[src/rtl/id_ex_forward_stage_pkg.sv]
// Shared encodings for the ID/EX stage: operand-mux selects and hazard FSM states.
package id_ex_forward_stage_pkg;

  localparam logic [1:0] FWD_REG   = 2'b00;
  localparam logic [1:0] FWD_MEMWB = 2'b01;
  localparam logic [1:0] FWD_EXMEM = 2'b10;

  typedef enum logic {
    ST_RUN   = 1'b0,
    ST_STALL = 1'b1
  } state_e;

endpackage

[src/rtl/id_ex_forward_stage_forwarding_unit.sv]
// Combinational operand-forwarding selects for the two EX-stage operand muxes.
// The younger EX/MEM result wins over MEM/WB; register 0 is never forwarded.
module id_ex_forward_stage_forwarding_unit
  import id_ex_forward_stage_pkg::*;
#(
  parameter int NRegBits = 5
) (
  input  logic                ex_valid_i,
  input  logic [NRegBits-1:0] ex_rs_i,
  input  logic [NRegBits-1:0] ex_rt_i,
  input  logic                exmem_reg_write_i,
  input  logic [NRegBits-1:0] exmem_write_reg_i,
  input  logic                memwb_reg_write_i,
  input  logic [NRegBits-1:0] memwb_write_reg_i,
  output logic [1:0]          forward_a_o,
  output logic [1:0]          forward_b_o
);

  logic exmem_live;
  logic memwb_live;

  always_comb begin
    exmem_live  = exmem_reg_write_i && (exmem_write_reg_i != '0);
    memwb_live  = memwb_reg_write_i && (memwb_write_reg_i != '0);
    forward_a_o = FWD_REG;
    forward_b_o = FWD_REG;
    if (ex_valid_i) begin
      if (exmem_live && (exmem_write_reg_i == ex_rs_i)) begin
        forward_a_o = FWD_EXMEM;
      end else if (memwb_live && (memwb_write_reg_i == ex_rs_i)) begin
        forward_a_o = FWD_MEMWB;
      end
      if (exmem_live && (exmem_write_reg_i == ex_rt_i)) begin
        forward_b_o = FWD_EXMEM;
      end else if (memwb_live && (memwb_write_reg_i == ex_rt_i)) begin
        forward_b_o = FWD_MEMWB;
      end
    end
  end

endmodule

[src/rtl/id_ex_forward_stage.sv]
// ID/EX pipeline register with load-use hazard detection, one-cycle stall FSM,
// bubble injection on stall/flush, operand forwarding and a saturating stall counter.
module id_ex_forward_stage
  import id_ex_forward_stage_pkg::*;
#(
  parameter int NBits    = 32,
  parameter int NRegBits = 5,
  parameter int NCtrl    = 12,
  parameter int NCnt     = 16
) (
  input  logic                clk,
  input  logic                reset,
  input  logic                ID_Valid_i,
  input  logic [NBits-1:0]    ID_ReadData1_i,
  input  logic [NBits-1:0]    ID_ReadData2_i,
  input  logic [NRegBits-1:0] ID_Rs_i,
  input  logic [NRegBits-1:0] ID_Rt_i,
  input  logic [NRegBits-1:0] ID_WriteReg_i,
  input  logic                ID_MemRead_i,
  input  logic                ID_RegWrite_i,
  input  logic [NCtrl-1:0]    ID_Ctrl_i,
  input  logic                Flush_i,
  input  logic                EXMEM_RegWrite_i,
  input  logic [NRegBits-1:0] EXMEM_WriteReg_i,
  input  logic                MEMWB_RegWrite_i,
  input  logic [NRegBits-1:0] MEMWB_WriteReg_i,
  output logic                EX_Valid_o,
  output logic [NBits-1:0]    EX_ReadData1_o,
  output logic [NBits-1:0]    EX_ReadData2_o,
  output logic [NRegBits-1:0] EX_Rs_o,
  output logic [NRegBits-1:0] EX_Rt_o,
  output logic [NRegBits-1:0] EX_WriteReg_o,
  output logic                EX_MemRead_o,
  output logic                EX_RegWrite_o,
  output logic [NCtrl-1:0]    EX_Ctrl_o,
  output logic [1:0]          ForwardA_o,
  output logic [1:0]          ForwardB_o,
  output logic                Stall_o,
  output logic [NCnt-1:0]     StallCount_o,
  output state_e              dbg_state_o
);

  localparam logic [NCnt-1:0] CntOne = NCnt'(1);

  logic                valid_q, valid_d;
  logic [NBits-1:0]    rd1_q, rd1_d;
  logic [NBits-1:0]    rd2_q, rd2_d;
  logic [NRegBits-1:0] rs_q, rs_d;
  logic [NRegBits-1:0] rt_q, rt_d;
  logic [NRegBits-1:0] wr_q, wr_d;
  logic                mem_read_q, mem_read_d;
  logic                reg_write_q, reg_write_d;
  logic [NCtrl-1:0]    ctrl_q, ctrl_d;
  logic [NCnt-1:0]     cnt_q, cnt_d;
  state_e              state_q, state_d;
  logic                haz;
  logic                stall;

  // Load in EX whose destination is a source of the instruction in ID.
  always_comb begin
    haz = ID_Valid_i && valid_q && mem_read_q && (wr_q != '0) &&
          ((wr_q == ID_Rs_i) || (wr_q == ID_Rt_i));
    stall = haz && !Flush_i && (state_q == ST_RUN);
  end

  always_comb begin
    valid_d     = ID_Valid_i;
    rd1_d       = ID_ReadData1_i;
    rd2_d       = ID_ReadData2_i;
    rs_d        = ID_Rs_i;
    rt_d        = ID_Rt_i;
    wr_d        = ID_WriteReg_i;
    mem_read_d  = ID_MemRead_i;
    reg_write_d = ID_RegWrite_i;
    ctrl_d      = ID_Ctrl_i;
    if (Flush_i || stall) begin
      valid_d     = 1'b0;
      rd1_d       = '0;
      rd2_d       = '0;
      rs_d        = '0;
      rt_d        = '0;
      wr_d        = '0;
      mem_read_d  = 1'b0;
      reg_write_d = 1'b0;
      ctrl_d      = '0;
    end
    // STALL always returns to RUN; stall can only fire from RUN.
    state_d = stall ? ST_STALL : ST_RUN;
    cnt_d   = (stall && (cnt_q != '1)) ? (cnt_q + CntOne) : cnt_q;
  end

  always_ff @(posedge clk) begin
    if (reset) begin
      valid_q     <= 1'b0;
      rd1_q       <= '0;
      rd2_q       <= '0;
      rs_q        <= '0;
      rt_q        <= '0;
      wr_q        <= '0;
      mem_read_q  <= 1'b0;
      reg_write_q <= 1'b0;
      ctrl_q      <= '0;
      cnt_q       <= '0;
      state_q     <= ST_RUN;
    end else begin
      valid_q     <= valid_d;
      rd1_q       <= rd1_d;
      rd2_q       <= rd2_d;
      rs_q        <= rs_d;
      rt_q        <= rt_d;
      wr_q        <= wr_d;
      mem_read_q  <= mem_read_d;
      reg_write_q <= reg_write_d;
      ctrl_q      <= ctrl_d;
      cnt_q       <= cnt_d;
      state_q     <= state_d;
    end
  end

  id_ex_forward_stage_forwarding_unit #(
    .NRegBits(NRegBits)
  ) u_fwd (
    .ex_valid_i        (valid_q),
    .ex_rs_i           (rs_q),
    .ex_rt_i           (rt_q),
    .exmem_reg_write_i (EXMEM_RegWrite_i),
    .exmem_write_reg_i (EXMEM_WriteReg_i),
    .memwb_reg_write_i (MEMWB_RegWrite_i),
    .memwb_write_reg_i (MEMWB_WriteReg_i),
    .forward_a_o       (ForwardA_o),
    .forward_b_o       (ForwardB_o)
  );

  assign EX_Valid_o     = valid_q;
  assign EX_ReadData1_o = rd1_q;
  assign EX_ReadData2_o = rd2_q;
  assign EX_Rs_o        = rs_q;
  assign EX_Rt_o        = rt_q;
  assign EX_WriteReg_o  = wr_q;
  assign EX_MemRead_o   = mem_read_q;
  assign EX_RegWrite_o  = reg_write_q;
  assign EX_Ctrl_o      = ctrl_q;
  assign Stall_o        = stall;
  assign StallCount_o   = cnt_q;
  assign dbg_state_o    = state_q;

endmodule
[config.mk]
export PLATFORM = sky130hd
export DESIGN_NAME = id_ex_forward_stage
export DESIGN_NICKNAME = d
export VERILOG_FILES = /design/src/rtl/id_ex_forward_stage_pkg.sv /design/src/rtl/id_ex_forward_stage_forwarding_unit.sv /design/src/rtl/id_ex_forward_stage.sv
export SDC_FILE = /design/constraint.sdc
export NUM_CORES = 1
export LEC_CHECK = 0
export ABC_CLOCK_PERIOD_IN_PS = 5060
export BUFFER_PORTS_ARGS = -buffer_cell sky130_fd_sc_hd__buf_2
export CORE_MARGIN = 2
export CORE_UTILIZATION = 30
export DETAILED_ROUTE_END_ITERATION = 8
export PLACE_DENSITY_LB_ADDON = 0.25
export SLEW_MARGIN = 20
export SYNTH_ARGS = -nofsm -noshare
export SYNTH_HDL_FRONTEND = slang
export SYNTH_HIERARCHICAL = 1
export SYNTH_SLANG_ARGS = --single-unit
[constraint.sdc]
create_clock -name clk -period 5.06 [get_ports clk]
set_clock_uncertainty 0.05 [all_clocks]
set_input_delay 1.012 -clock clk [delete_from_list [all_inputs] [get_ports clk]]
set_output_delay 1.012 -clock clk [all_outputs]
set_load 0.1 [all_outputs]
==> results of run 1 <==
-- cell families after synthesis --
logic type	Yosys count
AO/OA/AOI/OAI	29
multiplexers	6
AND/OR/NAND/NOR	169
XOR/XNOR	30
adder cells (fa/ha/maj)	1
flip-flops	111
buffers and inverters	15
-- cell type report --
type	count	share of cell area
Tap cell	172	0.0395
Multi-Input combinational cell	235	0.295
Sequential cell	111	0.408
Timing Repair Buffer	225	0.207
Clock buffer	11	0.0427
Clock inverter	5	0.00712
-- layer usage --
metal	GRT usage	vias up
li1	-	1646
met1	0.151	1523
met2	0.236	130
met3	0.0410	18
met4	0.0766	0
met5	0	-
-- cells in the mapped netlist --
| cell | number | area, um^2 |
|---|---|---|
| or4b_1 | 1 | 10.0 |
| a41oi_1 | 1 | 8.76 |
| nor2_2 | 1 | 6.26 |
| nor4_2 | 1 | 12.5 |
| dfxtp_1 | 111 | 2220 |
| nor2_1 | 12 | 45.0 |
| o31ai_1 | 4 | 30.0 |
| nor4_1 | 5 | 31.3 |
| nor3_2 | 3 | 30.0 |
| o211a_1 | 1 | 10.0 |
| nor2b_1 | 6 | 37.5 |
| o21a_4 | 1 | 15.0 |
| a21oi_1 | 10 | 50.1 |
| xor2_1 | 20 | 175 |
| nand2b_1 | 1 | 6.26 |
| or4_1 | 6 | 45.0 |
| o21ai_0 | 5 | 25.0 |
| and2_1 | 96 | 601 |
| nand2_1 | 5 | 18.8 |
| nand4_1 | 5 | 31.3 |
| or3b_1 | 1 | 8.76 |
| mux2_1 | 5 | 56.3 |
| xnor2_1 | 10 | 87.6 |
| and4_1 | 3 | 26.3 |
| nor4b_1 | 1 | 8.76 |
| or3_1 | 5 | 31.3 |
| ha_1 | 1 | 12.5 |
| o211ai_1 | 3 | 22.5 |
| clkbuf_1 | 5 | 18.8 |
| o21ai_4 | 1 | 16.3 |
| or4_4 | 1 | 11.3 |
| o211ai_4 | 1 | 21.3 |
| a22oi_2 | 1 | 12.5 |
| mux2_2 | 1 | 11.3 |
| and3_1 | 3 | 18.8 |
| nor3_1 | 5 | 25.0 |
| buf_4 | 2 | 15.0 |
| buf_6 | 8 | 90.1 |
| nand3_1 | 8 | 40.0 |
| o41ai_1 | 1 | 8.76 |
-- power groups by stage --
stage | Clock (mW) | Combinational (mW) | Sequential (mW)
after global routing | 0.715 | 0.371 | 0.918
after floorplan | 0 | 0.0600 | 1.15
after CTS | 0.683 | 0.358 | 0.915
final | 0.653 | 0.355 | 0.915
after detailed placement | 0 | 0.358 | 0.936
after global placement | 0 | 0.355 | 0.935
-- critical path, delay by kind of cell --
kind | cells | cell delay [ns]
simple gates | 4 | 0.90
buf+inv | 2 | 0.56
-- registers in the layout (all words and copies together) (netlist names) --
register        flops
dbg_state_o         1
EX_Rt_o             5
EX_Ctrl_o          12
EX_ReadData1_o     32
EX_RegWrite_o       1
EX_WriteReg_o       5
StallCount_o       16
EX_MemRead_o        1
EX_ReadData2_o     32
EX_Rs_o             5
EX_Valid_o          1
-- worst paths after layout --
check                     endpoint                 from
setup / recovery     ForwardB_o[0]  EXMEM_WriteReg_i[1]
setup reg to reg        EX_Rs_o[1]     EX_WriteReg_o[0]
hold / removal    StallCount_o[15]     StallCount_o[15]
hold reg to reg   StallCount_o[15]     StallCount_o[15]
==> metrics.md, run 1 <==
| Metric | Value |
|---|---|
| Num CTS Buffers | 9 |
| Worst Reg-to-Reg Cells | 6 |
| Combinational fraction of design power | 0.185 |
| Most common cell after layout, fill and taps aside | buf_2 |
| Multiplexer share of the synthesized area | 0.0171 |
| Worst IR Drop VDD | between 0.0002 and 0.00025 V |
| Pin count of the biggest net entering global routing | 95 |
| Crit-path max cell delay | about 0.55 ns |
| Complex-gate fraction of the synthesized area | 0.0557 |
| Max-cap violations | 0 |
| Syn avg cell area | about 11 um^2 |
| Post-cts resize count | 0 |
| Initial antenna violation count | 0 |
| Clock latency on the worst-skew pair | 0.34 ns |
| Fin crit period | approximately 3.5 ns |
| P_sw | 0.603 mW |
| Storage cell area | between 2000 and 2500 um^2 |
| Die Span Y | 119 um |
| Antenna Cells | 0 |
| Fmax | 0.283 GHz |
| Final setup viols | 0 |
| Max Fanout on Critical Path | 3 |
| Pwr/cell area | 353 nW/um^2 |
| Clock power frac | 0.340 |
| Cell area after synthesis | roughly 4000 um^2 |
| Final core utilization | 0.428 |
| Capturing element type of the critical path | primary output |
| Clk slew on worst S/H paths | about 0.060 ns |
| Layout cells sized above 1 | 0.426 |
| Warning count from the yosys run | 6 |
| Design internal power | between 1 and 1.5 mW |
| Port bufs | about 220 |
| Post-Layout Inst Area | approximately 5400 um^2 |
| Multi-input gate area | ~1600 um^2 |
| Routed len/inst | between 10 and 15 um |
| Die Wd | ~120 um |
| Num Clock Sinks | about 110 |
| Synth Instances | between 300 and 400 |
| Setup bufs post-CTS | 0 |
| Final Non-Filler Cells | around 760 |
| Pre-CTS setup slack | approximately 1.5 ns |
| Rows | approximately 40 |
| Fin crit share | 0.699 |
| Slowest library cell on the worst path | or4_1 |
| R2R Setup Slk | 2.80 ns |
| CTS tree | done |
| Final hold violation count | 0 |
| Met3 wire len | 769 um |
| Leakage power | about 2.7 nW |
| Hold WS | between 0.4 and 0.5 ns |
| Hold Buf Count CTS | 0 |
| Hold crit path type | reg -> reg |
| Count of cell types in the netlist | 40 |
| Filler cells | approximately 1300 |
| Number of synthesized register bits | ~110 |
| Placed Instances | 743 |
| Vias in the first global route | 3165 |
| DR DRC count | 0 |
| Switch share | 0.314 |
| Remaining global-route overflow | 0 |
| Via count | 3317 |
| Largest family of logic cells by synthesized area | simple AND/OR/NAND/NOR gates |
| Slew Limit Fails | 0 |
| Global-route wire length before repair | ~15000 um |
| Worst slew pin tran | between 0.7 and 0.8 ns |
| Met2 wire length | just under 5000 um |
| Initial cell density of the core | 0.311 |
| Xor and xnor area share after synthesis | 0.0665 |
| Core area | 12700 um^2 |
| H-tree levels | 3 |
| Slew margin rel. | 0.511 |
| Critical path class | in -> out |
| DP Area | around 5200 um^2 |
| Iteration-0 DRC Markers | 119 |
| Data arrival, critical path | roughly 2.5 ns |
| Cells along the critical path | buf_2 > or4_1 > nor2_2 > nor4_1 > nor3_2 > buf_2 |
| Total power | 1.92 mW |
| Worst setup SP type | input port |
| Overall Global Routing Usage | 0.138 |
| Vias per cell | approximately 4.4 |
| Synth-to-Final Area Change | 37.7% |
| Uppermost layer routed | met4 |
| Root Driver | clkbuf_16 |
| Setup ws final | ~1.5 ns |
| RSZ-0062 raised after global routing | no |
| Post-DP HPWL | around 7600 um |
| Area share of and/or/nand/nor cells after synthesis | 0.264 |
| Most frequent cells in the layout | buf_2 (224), dfxtp_1 (111), and2_1 (96) |
| WHS Path Cells | 2 |
| Sequential-to-total area share from yosys stat | 0.562 |
| M1 WL | roughly 3800 um |
| Mapped Nets | between 400 and 500 |
| Drt pass-1 iters | 4 |
| Fin nets | roughly 690 |
| Sequential share of power | 0.476 |
| Most used cell along the critical path | buf_2 |
| Adder-Cell Fraction of Synth Area | 0.00316 |
| Final WL | approximately 10000 um |
| Required time worst endpoint | about 4.0 ns |
| GPL Wtd Cong | around 0.86 |
| Die ar. | about 14000 um^2 |
| Final setup TNS | 0 ns |
| IO Pins | about 230 |
| CTS max path bufs | 2 |
| Status | finished clean |
| Antenna Nets Post-Route | 0 |
(Power assumes the default switching activity.)
==> run 2: changes to the inputs <==
--- a/config.mk
+++ b/config.mk
@@ -5,7 +5,7 @@
 export SDC_FILE = /design/constraint.sdc
 export NUM_CORES = 1
 export LEC_CHECK = 0
-export ABC_CLOCK_PERIOD_IN_PS = 5060
+export ABC_CLOCK_PERIOD_IN_PS = 3100
 export BUFFER_PORTS_ARGS = -buffer_cell sky130_fd_sc_hd__buf_2
 export CORE_MARGIN = 2
 export CORE_UTILIZATION = 30
==> constraint.sdc (replaced) <==
create_clock -name clk -period 3.1 [get_ports clk]
set_clock_uncertainty 0.05 [all_clocks]
set_input_delay 0.62 -clock clk [delete_from_list [all_inputs] [get_ports clk]]
set_output_delay 0.62 -clock clk [all_outputs]
set_load 0.1 [all_outputs]
==> metrics.md, run 2 (same netlist as run 1, synthesis figures left out) <==
| Metric | Value |
|---|---|
| Status | finished clean |
| Routed len/inst | 13.1 um (+1.1%) |
| Port bufs | 224 (unchanged) |
| Drt pass-1 iters | 4 (unchanged) |
| Pwr/cell area | 588 nW/um^2 (+66%) |
| H-tree levels | 3 (unchanged) |
| Global-route wire length before repair | 15700 um (+1.3%) |
| Final setup viols | 0 (unchanged) |
| Placed Instances | 743 (unchanged) |
| Root Driver | clkbuf_16 |
| Clock latency on the worst-skew pair | 0.35 ns (about the same) |
| Max Fanout on Critical Path | 3 (unchanged) |
| Most common cell after layout, fill and taps aside | buf_2 |
| Hold EP | EX_ReadData2_o[17] |
| Core area | 12700 um^2 (unchanged) |
| Antenna Nets Post-Route | 0 (unchanged) |
| Post-Layout Inst Area | 5500 um^2 (+1.1%) |
| Slew margin rel. | 0.525 (+0.0150) |
| Layout cells sized above 1 | 0.431 (+0.00511) |
| Fin crit period | 2.78 ns |
| Worst setup SP type | input port |
| Leakage power | 2.68 nW (+0.47%) |
| Post-DP HPWL | 7720 um (+0.93%) |
| CTS tree | done |
| Setup bufs post-CTS | 0 (unchanged) |
| Initial cell density of the core | 0.311 (unchanged) |
| Hold Buf Count CTS | 0 (unchanged) |
| Final Non-Filler Cells | 759 (unchanged) |
| DP Area | 5200 um^2 (+0.58%) |
| Fin nets | 692 (unchanged) |
| Rows | 41 (unchanged) |
| Final WL | 9940 um (+1.1%) |
| Num Clock Sinks | 111 (unchanged) |
| CTS max path bufs | 2 (unchanged) |
| Iteration-0 DRC Markers | 90 (-24%) |
| GPL Wtd Cong | 0.921 (+7.6%) |
| Required time worst endpoint | 2.43 ns (-1.57 ns) |
| FF-to-FF End | EX_Ctrl_o[11] |
| Critical path class | in -> out |
| Num CTS Buffers | 9 (unchanged) |
| Post-cts resize count | 0 (unchanged) |
| Vias per cell | 4.32 (-1.1%) |
| Crit. Startpoint | EXMEM_WriteReg_i[1] |
| Data arrival, critical path | 2.11 ns (-0.37 ns) |
| Most frequent cells in the layout | buf_2 (223), dfxtp_1 (110), and2_1 (96) |
| Hold path startpoint | ID_ReadData2_i[17] |
| WHS Path Cells | 2 (unchanged) |
| Overall Global Routing Usage | 0.140 (+0.00240) |
| Total power | 3.23 mW (+68%) |
| RSZ-0062 raised after global routing | no |
| Synth-to-Final Area Change | 39.2% |
| Pin count of the biggest net entering global routing | 95 (unchanged) |
| Initial antenna violation count | 0 (unchanged) |
| Via count | 3281 (-1.1%) |
| IO Pins | 225 (unchanged) |
| R2R Setup Slk | 0.81 ns (-1.99 ns) |
| Max-cap violations | 0 (unchanged) |
| Fin crit share | 0.897 |
| Die Wd | 119 um (unchanged) |
| Capturing element type of the critical path | primary output |
| Die Span Y | 119 um (unchanged) |
| Clk slew on worst S/H paths | 0.07 ns (about the same) |
| Fmax | roughly 0.36 GHz |
| Worst Reg-to-Reg Cells | 6 (unchanged) |
| Worst r2r src | EX_WriteReg_o[4] |
| DR DRC count | 0 (unchanged) |
| Die ar. | 14100 um^2 (unchanged) |
| Remaining global-route overflow | 0 (unchanged) |
| Worst IR Drop VDD | 0.000307 V (+48%) |
| Slew Limit Fails | 0 (unchanged) |
| Vias in the first global route | 3243 (+2.5%) |
| Antenna Cells | 0 (unchanged) |
| Worst slew pin tran | 0.712 ns (-0.0225 ns) |
| Final setup TNS | 0 ns (unchanged) |
| Hold crit path type | in -> reg |
| Final hold violation count | 0 (unchanged) |
==> run 2: final cells by class <==
type	instances	area, um^2
multi-input cells	235	1620
fillers	1319	7220
clock buffers	10	229
flip-flops and latches	111	2220
well taps	172	215
repair buffers	225	1140
clock inverters	6	70.1
==> run 2: where the power goes <==
group / switching (mW) / internal (mW)
clock network: 0.527 / 0.633
logic: 0.454 / 0.127
registers: 0.0193 / 1.47
total: 1.00 / 2.23
==> run 2: how the worst max path moves through the flow <==
stage | cells after the start | slack [ns] | to
4_1_cts | 6 | 0.31 | ForwardA_o[0]
3_5_place_dp | 6 | 0.31 | ForwardA_o[0]
3_3_place_gp | 6 | 0.33 | ForwardB_o[0]
5_1_grt | 6 | 0.26 | ForwardA_o[0]
6_report | 6 | 0.32 | ForwardA_o[0]
2_1_floorplan | 4 | -0.15 | ForwardB_o[0]
==> run 2: layer usage <==
layer  share of wire  wire, um  up-vias  global-route usage
met2            0.51      5120      123               0.248
met4           0.020       203        0              0.0655
li1                -         -     1651                   -
met1            0.39      3850     1495               0.150
met3           0.078       771       12              0.0449
met5               0         0        -                   0
==> run 2: critical path: stages <==
cell and delay [ns]:
buf_2 0.12, or4_1 0.55, nor2_2 0.11, nor4_1 0.10, nor3_4 0.16, buf_2 0.44
==> run 2: metrics by stage <==
stage	worst slack, ns	hold slack [ns]	util
global route	0.260	0.402	0.433
global placement	0.334	0.431	0.409
detailed placement	0.307	0.440	0.409
floorplan	-0.148	0.692	-
finish	0.318	0.415	0.433
CTS	0.311	0.400	0.433
